`src/rtl/instr_router_pkg.sv`:
```
// Shared types, constants and helpers for the instruction-side fetch router and its address decoder.
// The top level optionally captures the first unmapped fetch address when INSTR_ROUTER_ERR_CAPTURE_EN is defined.
package instr_router_pkg;

  localparam int MaxOutstandingLimit = 4;

  localparam logic [31:0] ErrRdata = 32'h0000_0000;

  localparam logic [31:0] RamBase = 32'h0010_0000;
  localparam logic [31:0] RamMask = 32'hFFFF_0000;
  localparam logic [31:0] DbgBase = 32'h1A11_0000;
  localparam logic [31:0] DbgMask = 32'hFFFF_0000;

  // Target index width; it must also hold NrTargets, the internal error pseudo-target.
  function automatic int tgt_idx_width(input int nr_targets);
    return (nr_targets < 1) ? 1 : $clog2(nr_targets + 1);
  endfunction

endpackage

```
`src/rtl/instr_addr_decode.sv`:
```
// Combinational base/mask address decoder with lowest-index priority.
// When no target matches, the decoder returns index NrTargets and asserts miss_o.
module instr_addr_decode
  import instr_router_pkg::*;
#(
  parameter int NrTargets = 2,
  parameter int AddrWidth = 32,
  parameter int IdxWidth  = tgt_idx_width(NrTargets)
) (
  input  logic [AddrWidth-1:0]                addr_i,
  input  logic [NrTargets-1:0][AddrWidth-1:0] base_i,
  input  logic [NrTargets-1:0][AddrWidth-1:0] mask_i,
  output logic [IdxWidth-1:0]                 dec_o,
  output logic                                miss_o
);

  // The loop runs from the highest index down, so the lowest matching index is written last and wins.
  always_comb begin
    dec_o  = IdxWidth'(NrTargets);
    miss_o = 1'b1;
    for (int i = NrTargets - 1; i >= 0; i--) begin
      if ((addr_i & mask_i[i]) == base_i[i]) begin
        dec_o  = IdxWidth'(i);
        miss_o = 1'b0;
      end
    end
  end

endmodule

```
`src/rtl/instr_fetch_router.sv`:
```
// Instruction-side router between the core fetch port and NrTargets fetch targets.
// Responses return in order; unmapped fetches get a 1-cycle error response.
// Define INSTR_ROUTER_ERR_CAPTURE_EN to capture the first faulting fetch address.
module instr_fetch_router
  import instr_router_pkg::*;
#(
  parameter int NrTargets      = 2,
  parameter int AddrWidth      = 32,
  parameter int DataWidth      = 32,
  parameter int MaxOutstanding = 2
) (
  input  logic                                clk_i,
  input  logic                                rst_i,
  input  logic                                host_req_i,
  output logic                                host_gnt_o,
  input  logic [AddrWidth-1:0]                host_addr_i,
  output logic                                host_rvalid_o,
  output logic [DataWidth-1:0]                host_rdata_o,
  output logic                                host_err_o,
  input  logic [NrTargets-1:0][AddrWidth-1:0] cfg_base_i,
  input  logic [NrTargets-1:0][AddrWidth-1:0] cfg_mask_i,
  output logic [NrTargets-1:0]                tgt_req_o,
  output logic [AddrWidth-1:0]                tgt_addr_o,
  input  logic [NrTargets-1:0]                tgt_gnt_i,
  input  logic [NrTargets-1:0]                tgt_rvalid_i,
  input  logic [NrTargets-1:0][DataWidth-1:0] tgt_rdata_i,
  input  logic [NrTargets-1:0]                tgt_err_i,
  output logic [AddrWidth-1:0]                err_addr_o,
  output logic                                err_valid_o,
  input  logic                                err_clr_i
);

  localparam int IdxW = tgt_idx_width(NrTargets);
  localparam int CntW = $clog2(MaxOutstanding + 1);

  logic [IdxW-1:0]      dec;
  logic                 miss;
  logic [IdxW-1:0]      cur_tgt_q;
  logic [CntW-1:0]      outst_q, outst_d;
  logic                 err_rvalid_q;
  logic                 ok, accept, tgt_resp;
  logic                 sel_gnt, sel_rvalid, sel_err;
  logic [DataWidth-1:0] sel_rdata;

  instr_addr_decode #(
    .NrTargets(NrTargets),
    .AddrWidth(AddrWidth),
    .IdxWidth (IdxW)
  ) u_decode (
    .addr_i(host_addr_i),
    .base_i(cfg_base_i),
    .mask_i(cfg_mask_i),
    .dec_o (dec),
    .miss_o(miss)
  );

  // A new target may only be addressed once all fetches to the current one have drained.
  // This keeps responses in order without a tag FIFO.
  assign ok = host_req_i && (outst_q < CntW'(MaxOutstanding)) &&
              ((outst_q == '0) || (dec == cur_tgt_q));

  // Grant comes from the decoded target and responses come from the owning target.
  // The error pseudo-target matches no loop index.
  always_comb begin
    sel_gnt    = 1'b0;
    sel_rvalid = 1'b0;
    sel_err    = 1'b0;
    sel_rdata  = '0;
    tgt_req_o  = '0;
    for (int i = 0; i < NrTargets; i++) begin
      if (dec == IdxW'(i)) begin
        sel_gnt      = tgt_gnt_i[i];
        tgt_req_o[i] = ok;
      end
      if (cur_tgt_q == IdxW'(i)) begin
        sel_rvalid = tgt_rvalid_i[i];
        sel_err    = tgt_err_i[i];
        sel_rdata  = tgt_rdata_i[i];
      end
    end
  end

  assign accept     = ok && (miss || sel_gnt);
  assign host_gnt_o = accept;
  assign tgt_addr_o = host_addr_i;

  assign tgt_resp      = (outst_q != '0) && sel_rvalid;
  assign host_rvalid_o = err_rvalid_q || tgt_resp;
  assign host_err_o    = err_rvalid_q || (tgt_resp && sel_err);
  assign host_rdata_o  = tgt_resp     ? sel_rdata :
                         err_rvalid_q ? DataWidth'(ErrRdata) : '0;

  always_comb begin
    outst_d = outst_q;
    if (accept && !host_rvalid_o) begin
      outst_d = outst_q + CntW'(1);
    end else if (!accept && host_rvalid_o) begin
      outst_d = outst_q - CntW'(1);
    end
  end

  always_ff @(posedge clk_i or posedge rst_i) begin
    if (rst_i) begin
      outst_q      <= '0;
      cur_tgt_q    <= '0;
      err_rvalid_q <= 1'b0;
    end else begin
      outst_q      <= outst_d;
      err_rvalid_q <= accept && miss;
      if (accept) begin
        cur_tgt_q <= dec;
      end
    end
  end

`ifdef INSTR_ROUTER_ERR_CAPTURE_EN
  logic [AddrWidth-1:0] err_addr_q;
  logic                 err_valid_q;

  // A clear wins over a capture in the same cycle; only the first miss is kept.
  always_ff @(posedge clk_i or posedge rst_i) begin
    if (rst_i) begin
      err_addr_q  <= '0;
      err_valid_q <= 1'b0;
    end else if (err_clr_i) begin
      err_addr_q  <= '0;
      err_valid_q <= 1'b0;
    end else if (accept && miss && !err_valid_q) begin
      err_addr_q  <= host_addr_i;
      err_valid_q <= 1'b1;
    end
  end

  assign err_addr_o  = err_addr_q;
  assign err_valid_o = err_valid_q;
`else
  logic unused_err_clr;

  assign unused_err_clr = err_clr_i;
  assign err_addr_o     = '0;
  assign err_valid_o    = 1'b0;
`endif

`ifndef SYNTHESIS
  for (genvar g = 0; g < NrTargets; g++) begin : gen_spurious_chk
    SpuriousRvalid: assert property (@(posedge clk_i) disable iff (rst_i)
      tgt_rvalid_i[g] |-> ((outst_q != '0) && (cur_tgt_q == IdxW'(g))));
  end
`endif

endmodule

```
`config.mk`:
```
export PLATFORM = sky130hd
export DESIGN_NAME = instr_fetch_router
export DESIGN_NICKNAME = d
export VERILOG_FILES = /design/src/rtl/instr_router_pkg.sv /design/src/rtl/instr_addr_decode.sv /design/src/rtl/instr_fetch_router.sv
export SDC_FILE = /design/constraint.sdc
export NUM_CORES = 1
export LEC_CHECK = 0
export CELL_PAD_IN_SITES_DETAIL_PLACEMENT = 1
export CELL_PAD_IN_SITES_GLOBAL_PLACEMENT = 1
export CORE_ASPECT_RATIO = 1.75
export CORE_MARGIN = 2
export CORE_UTILIZATION = 15
export CTS_BUF_LIST = sky130_fd_sc_hd__clkbuf_4 sky130_fd_sc_hd__clkbuf_8
export DETAILED_ROUTE_END_ITERATION = 8
export PLACE_DENSITY_LB_ADDON = 0.1
export SETUP_SLACK_MARGIN = 0.3
export SLEW_MARGIN = 5
export SYNTH_ARGS = -nofsm -noshare
export SYNTH_HDL_FRONTEND = slang
export SYNTH_HIERARCHICAL = 1
export SYNTH_SLANG_ARGS = --single-unit
```
`constraint.sdc`:
```
create_clock -name clk_i -period 4.1 [get_ports clk_i]
set_input_delay 1.23 -clock clk_i [delete_from_list [all_inputs] [get_ports clk_i]]
set_output_delay 1.23 -clock clk_i [all_outputs]
set_load 0.01 [all_outputs]
```
==> results of run 1 <==
[timing repair]
| item | 4_1_cts | 5_1_grt |
|---|---|---|
| resized for setup | 400 | 73 |
| setup endpoints to repair | 41 | 5 |
| buffers inserted | 8 | 4 |
| hold buffers | 0 | 0 |
| pin swaps | 105 | 39 |
[metrics by stage]
stage / utilization / TNS, ps
final: 0.3274 / -1153
after global routing: 0.3274 / -1468
after CTS: 0.3225 / -1347
after detailed placement: 0.3197 / -10380
after global placement: 0.3197 / -10050
after floorplan: - / 0
[metal layers]
metal | vias up | track usage | wire (µm)
li1 | 1800 | - | -
met1 | 1700 | 0.1082 | 4161
met2 | 201 | 0.2846 | 8382
met3 | 15 | 0.03571 | 1214
met4 | 0 | 0.04260 | 283
met5 | - | 0 | 0
[worst max path at each step]
stage	from	endpoint
after floorplan	cfg_mask_i[9]	tgt_req_o[1]
after CTS	cfg_mask_i[56]	host_gnt_o
after global routing	host_addr_i[9]	host_gnt_o
after global placement	host_addr_i[14]	tgt_req_o[1]
after detailed placement	host_addr_i[14]	host_gnt_o
final	host_addr_i[19]	host_gnt_o
[final cells by class]
| cell class | count | area share |
|---|---|---|
| Timing Repair Buffer | 336 | 0.5077 |
| Multi-Input combinational cell | 296 | 0.4105 |
| Antenna cell | 5 | 0.002076 |
| Tap cell | 238 | 0.04940 |
| Clock buffer | 4 | 0.008095 |
| Sequential cell | 5 | 0.02096 |
| Inverter | 2 | 0.001245 |
[placed cells by master (no fill, tap or decap), types with 4 or more instances in the layout]
master and count:
buf_2 29, nand4_1 8, nor2_1 4, and3b_1 16, buf_8 4, buf_6 10
mux2i_1 34, a211oi_2 16, dlymetal6s2s_1 4, conb_1 33, dlygate4sd2_1 104, buf_4 25
clkdlybuf4s15_2 6, buf_12 7, clkdlybuf4s15_1 27, nor2_4 30, nand3_1 14, clkdlybuf4s50_1 103
and3_1 29, a21oi_1 24, a21boi_2 7, o22a_1 16, dfrtp_1 4, a21boi_1 4
a21o_1 15, a21oi_2 9, clkbuf_2 17, a21boi_0 4, diode_2 5
[registers in the layout, summed over array words and instances, names as in the netlist]
| name | flops |
|---|---|
| cur_tgt_q | 2 |
| err_rvalid_q | 1 |
| outst_q | 2 |
[worst max-delay path, cell delays in order]
cell and delay (ps):
buf_4 140, and3b_1 180, a211oi_2 170, nand4_1 250
nor4_4 360, nor2b_4 250, mux2_4 340, a21oi_4 180
nor3_4 70, buf_6 140
[cells by family after synthesis]
kind of cell / count (synthesis) / share of synthesized area
AND/OR/NAND/NOR: 120 / 0.3314
AO/OA/AOI/OAI: 100 / 0.2537
buffers and inverters: 76 / 0.2142
multiplexers: 37 / 0.1343
XOR/XNOR: 5 / 0.01572
flip-flops: 5 / 0.04490
adder cells (fa/ha/maj): 1 / 0.004490
other: 1 / 0.001346
[power groups by stage]
stage / clock network (mW) / logic [mW] / registers [mW]
floorplan: 0 / 0.222 / 0.0795
global placement: 0 / 0.516 / 0.0857
detailed placement: 0 / 0.528 / 0.0859
CTS: 0.103 / 0.492 / 0.0864
global route: 0.107 / 0.552 / 0.0878
finish: 0.0998 / 0.510 / 0.0855
==> metrics, run 1 <==
die area 0.01973 mm²; CTS sink cnt 5; Min-Delay Path Depth 1; Sw Pwr 0.2511 mW; worst skew pair latency 230 ps; Yosys cell types 37; share of the synthesized area in the top cell type 0.1778; Synth Instances 345; # setup viols final 3; vias per cell 4.194; sequential cell area fraction in the yosys report 0.04490; total global-route track usage 0.1318; NumNets Final 879; Syn. warnings 6; most frequent cells after synthesis buf_4, a21oi_1, mux2i_1; pre-CTS setup slack -1376 ps; EDFF count, synth 0; fmax 219.5 MHz; worst r2r path cells 10; # port buffers 301; clock transition at the registers of the reported paths 40 ps; grt ovf 0; maxcap violations 0; die width 107.0 µm; non-filler instance count after layout 886; Hold Path Sink outst_q[1]$_DFFE_PP0P_; Tmin final 4555 ps; multi-input logic area 0.002475 mm²; synthesized cell area 0.002786 mm²; Critical Path End Type primary output; period utilization 1.111; Core ar. 0.01842 mm²; CTS root buffer clkbuf_8; CTS H-Tree Depth 1; top-count cell post-synth buf_4; # DRC 0; clk buf depth 2; top_reg_cell synth dfrtp_1; Layout area overhead 116.3%; vias 3,716; die height 184.3 µm; RSZ-0062 raised after global routing true; failing checks setup timing; final hold vios 0; sequential share of power 0.123; VDD IR max 0.09246 mV; Worst Skew 1.240 ps; Tot Pwr 0.6952 mW; Starting Density 0.1513; first-pass GRT wire length 20.40 mm; reg2reg start cur_tgt_q[0]$_DFFE_PP0P_; TritonRoute pass-1 iters 4; post-route setup slack -455.4 ps; switching part of the total power 0.3611; share of layout cells above drive strength 1 0.2893; Req. time, crit path 2870 ps; # fillers 2,221; Worst Tran Pin Value 577.7 ps; combinational group share of total power 0.733; Reg-to-Reg End outst_q[1]$_DFFE_PP0P_; CTS tree done; Hold WC Path Type reg2reg; per-cell routed wire length 15.85 µm; Reg area 126.4 µm²; Leak Pwr 2.800 nW; clock group share of total power 0.144; final hold slack 548.7 ps; post-synth top area cell buf_4; DRT iter0 DRCs 49; Int Power 0.4442 mW; Final HPWL DP 12.50 mm; via count of the first global-routing pass 4,080; asr flop ratio synth 1.000; outcome finished, violations left; num rows 66; Final GP Congestion 0.7783; Hold Startpoint outst_q[1]$_DFFE_PP0P_; Slew Viols, Final 0; CP startpoint kind input port; top cells by area, synth buf_4, mux2i_1, nor2_4; antenna-violating nets left 0; Syn Area/Cell 8.077 µm²; WL final 14.04 mm; Worst Path Max Fanout 5; CP arrival 3330 ps; I/O pins 336; R2R setup slack 1950 ps; CTS buffer count 3; CP Class in2out; Seq cells post-synth 5; largest net degree at the start of global routing 34; Worst slew margin 0.6148; Power Density 115.3 mW/mm²; placed instance area 0.005888 mm²; antenna violations before repair 5; design area 0.006028 mm²; dpl cells 865
(Power assumes the default switching activity.)
==> run 2, diff against run 1 <==
--- a/config.mk
+++ b/config.mk
@@ -7,12 +7,13 @@
 export LEC_CHECK = 0
 export CELL_PAD_IN_SITES_DETAIL_PLACEMENT = 1
 export CELL_PAD_IN_SITES_GLOBAL_PLACEMENT = 1
-export CORE_ASPECT_RATIO = 1.75
-export CORE_MARGIN = 2
-export CORE_UTILIZATION = 15
+export CORE_AREA = 2 2 129 131
 export CTS_BUF_LIST = sky130_fd_sc_hd__clkbuf_4 sky130_fd_sc_hd__clkbuf_8
 export DETAILED_ROUTE_END_ITERATION = 8
+export DIE_AREA = 0 0 131 133
+export DONT_BUFFER_PORTS = 1
 export PLACE_DENSITY_LB_ADDON = 0.1
+export RECOVER_POWER = 50
 export SETUP_SLACK_MARGIN = 0.3
 export SLEW_MARGIN = 5
 export SYNTH_ARGS = -nofsm -noshare
==> run 2 against run 1 <==
Effect of this change:
- first-iteration DRC count is 33% lower
- largest cell class is now multi-input combinational cells
- wire length is 30% lower
- hold slack worse by 10 ps
- flip-flop and latch count stayed put
- via count is 34% lower
- clock skew is 1.1 ps lower
- the run still ends with setup timing left
- global-route usage is 3.2 points lower
- sequential power is 0.9% higher
==> metrics, run 2 (synthesis gave the netlist of run 1 again) <==
CTS H-Tree Depth 1 (unchanged); clk buf depth 2 (unchanged); Worst Path Max Fanout 5 (unchanged); RSZ-0062 raised after global routing true; Leak Pwr 1.097 nW (-61%); # DRC 0 (unchanged); commonest non-fill, non-tap cell in the layout mux2i_1; # setup viols final 3 (unchanged); Hold WC Path Type reg2reg; CP max stage cell nor4b_4; Worst Tran Pin Value 568.4 ps (-9.309 ps); CP cell instances a21o_1 -> a211oi_2 -> nand4_1 -> nor4_4 -> nor2b_4 -> xnor2_2 -> a21boi_4 -> nor4b_4; num rows 47 (-29%); per-cell routed wire length 18.42 µm (+16%); antenna violations before repair 0 (-5); I/O pins 336 (unchanged); Worst slew margin 0.6211 (+0.006206); CP startpoint kind input port; NumNets Final 550 (-37%); Bufs and invs on worst path 0 (-2); TritonRoute pass-1 iters 4 (unchanged); CP arrival 3070 ps (-260 ps); met1 Usage GRT 0.08588 (-0.02232); Worst Skew 0.1607 ps (-1.079 ps); # port buffers 0 (-100%); most used routing layer met2; Power Density 136.6 mW/mm² (+18%); met2 global-route usage 0.2127 (-0.07183); total global-route track usage 0.09945 (-0.03230); DRT iter0 DRCs 33 (-33%); final hold slack 538.3 ps (-10.38 ps); Tmin final 4299 ps (-256.4 ps); die area 0.01742 mm² (-12%); dpl cells 529 (-39%); VDD IR max 0.06459 mV (-30%); die height 133 µm (-28%); largest net degree at the start of global routing 36 (+5.9%); Slew Viols, Final 0 (unchanged); share of layout cells above drive strength 1 0.2070 (-0.08226); CP Class in2out; diodes inserted 0 (-5); Critical Path End Type primary output; outcome finished, violations left; Starting Density 0.1723 (+0.02099); worst skew pair latency 230 ps (about the same); via count of the first global-routing pass 2,512 (-38%); die width 131 µm (+22%); Regs by FF count cur_tgt_q (2), outst_q (2), err_rvalid_q (1); Layout area overhead 1.976%; antenna-violating nets left 0 (unchanged); CTS sink cnt 5 (unchanged); clock transition at the registers of the reported paths 40 ps (about the same); Hold Buf Count CTS 0 (unchanged); # fillers 1,927 (-13%); maxcap violations 0 (unchanged); post-route setup slack -199.0 ps (+256.4 ps); Core ar. 0.01617 mm² (-12%); pre-CTS setup slack -478.0 ps (+898.4 ps); vias 2,462 (-34%); final hold vios 0 (unchanged); most frequent cells in the layout mux2i_1, a21oi_1, conb_1, and3_1, nor2_4; CTS tree done; fmax 232.6 MHz (+6.0%); max incr delay on CP 350 ps (about the same); first-pass GRT wire length 13.48 mm (-34%); Final GP Congestion 0.6957 (-11%); Req. time, crit path 2870 ps (about the same); CTS buffer count 3 (unchanged); WL final 9.838 mm (-30%); M3 GR Usage 0.03356 (-0.002152); Final HPWL DP 8.983 mm (-28%); vias per cell 4.610 (+9.9%); grt ovf 0 (unchanged); failing checks setup timing; CTS root buffer clkbuf_8; period utilization 1.049 (-0.06253); Worst path top cell family by delay simple AND/OR/NAND/NOR gates; non-filler instance count after layout 534 (-40%)
run 2: cell types whose count changed in the layout (fill, tap and decap cells not counted), moves of 7 or more:
| cell | change |
|---|---|
| a211oi_1 | +7 |
| a211oi_2 | -7 |
| a21boi_0 | +12 |
| a21boi_2 | -7 |
| a21oi_1 | +9 |
| a21oi_2 | -9 |
| buf_2 | -29 |
| buf_4 | -19 |
| buf_6 | -10 |
| clkbuf_2 | -17 |
| clkdlybuf4s15_1 | -27 |
| clkdlybuf4s50_1 | -103 |
| dlygate4sd2_1 | -104 |
run 2: repair_timing:
item | in CTS | in global routing
setup endpoints to repair | 5 | 4
pin swaps | 9 | 9
setup buffers | 0 | 1
gates resized for setup | 8 | 5
run 2: where the power goes:
part / switching [mW] / internal [mW] / total (mW)
clock: 0.0272 / 0.0736 / 0.101
sequential: 0.0215 / 0.0648 / 0.0863
combinational: 0.101 / 0.100 / 0.201
total: 0.149 / 0.239 / 0.388
run 2: per-layer routing:
| layer | routed length [µm] | vias up |
|---|---|---|
| met4 | 51 | 0 |
| met3 | 1302 | 5 |
| met5 | 0 | - |
| met2 | 5535 | 193 |
| li1 | - | 1136 |
| met1 | 2947 | 1128 |
run 2: worst paths after layout:
check	startpoint	endpoint	slack, ps	cells after the start
setup / recovery	host_addr_i[12]	tgt_req_o[1]	-200	8
hold / removal	outst_q[1]$_DFFE_PP0P_	outst_q[1]$_DFFE_PP0P_	540	1
setup reg to reg	cur_tgt_q[0]$_DFFE_PP0P_	outst_q[1]$_DFFE_PP0P_	1900	8
hold reg to reg	outst_q[1]$_DFFE_PP0P_	outst_q[1]$_DFFE_PP0P_	540	1
max in group asynchronous	rst_i	cur_tgt_q[0]$_DFFE_PP0P_	3100	1
min in group asynchronous	rst_i	outst_q[0]$_DFFE_PP0P_	800	1
run 2: per-stage QoR:
| step | power (mW) | setup TNS (ps) | util | instance area, µm² |
|---|---|---|---|---|
| 2_1_floorplan | 0.3016 | 0 | - | 2963 |
| 3_5_place_dp | 0.2838 | -1454 | 0.1675 | 2709 |
| 6_report | 0.3882 | -520.7 | 0.1757 | 2841 |
| 5_1_grt | 0.4193 | -968.4 | 0.1757 | 2841 |
| 4_1_cts | 0.3937 | -878.9 | 0.1736 | 2808 |
| 3_3_place_gp | 0.2818 | -1206 | 0.1675 | 2709 |
run 2: layout make-up:
| cell class | count | area [µm²] | share of cell area |
|---|---|---|---|
| repair buffers | 7 | 65.06 | 0.02290 |
| well taps | 220 | 275.3 | 0.09687 |
| clock buffers | 4 | 48.80 | 0.01717 |
| multi-input cells | 296 | 2318 | 0.8159 |
| inverters | 2 | 7.507 | 0.002642 |
| flip-flops and latches | 5 | 126.4 | 0.04447 |
run 2: worst register-to-register path, cell delays in order (launching register included):
cell,delay [ps]
dfrtp_2,360
buf_4,480
xnor2_2,160
a21boi_4,290
nor3_4,100
buf_4,140
ha_1,310
nor2_1,130
xor2_1,150
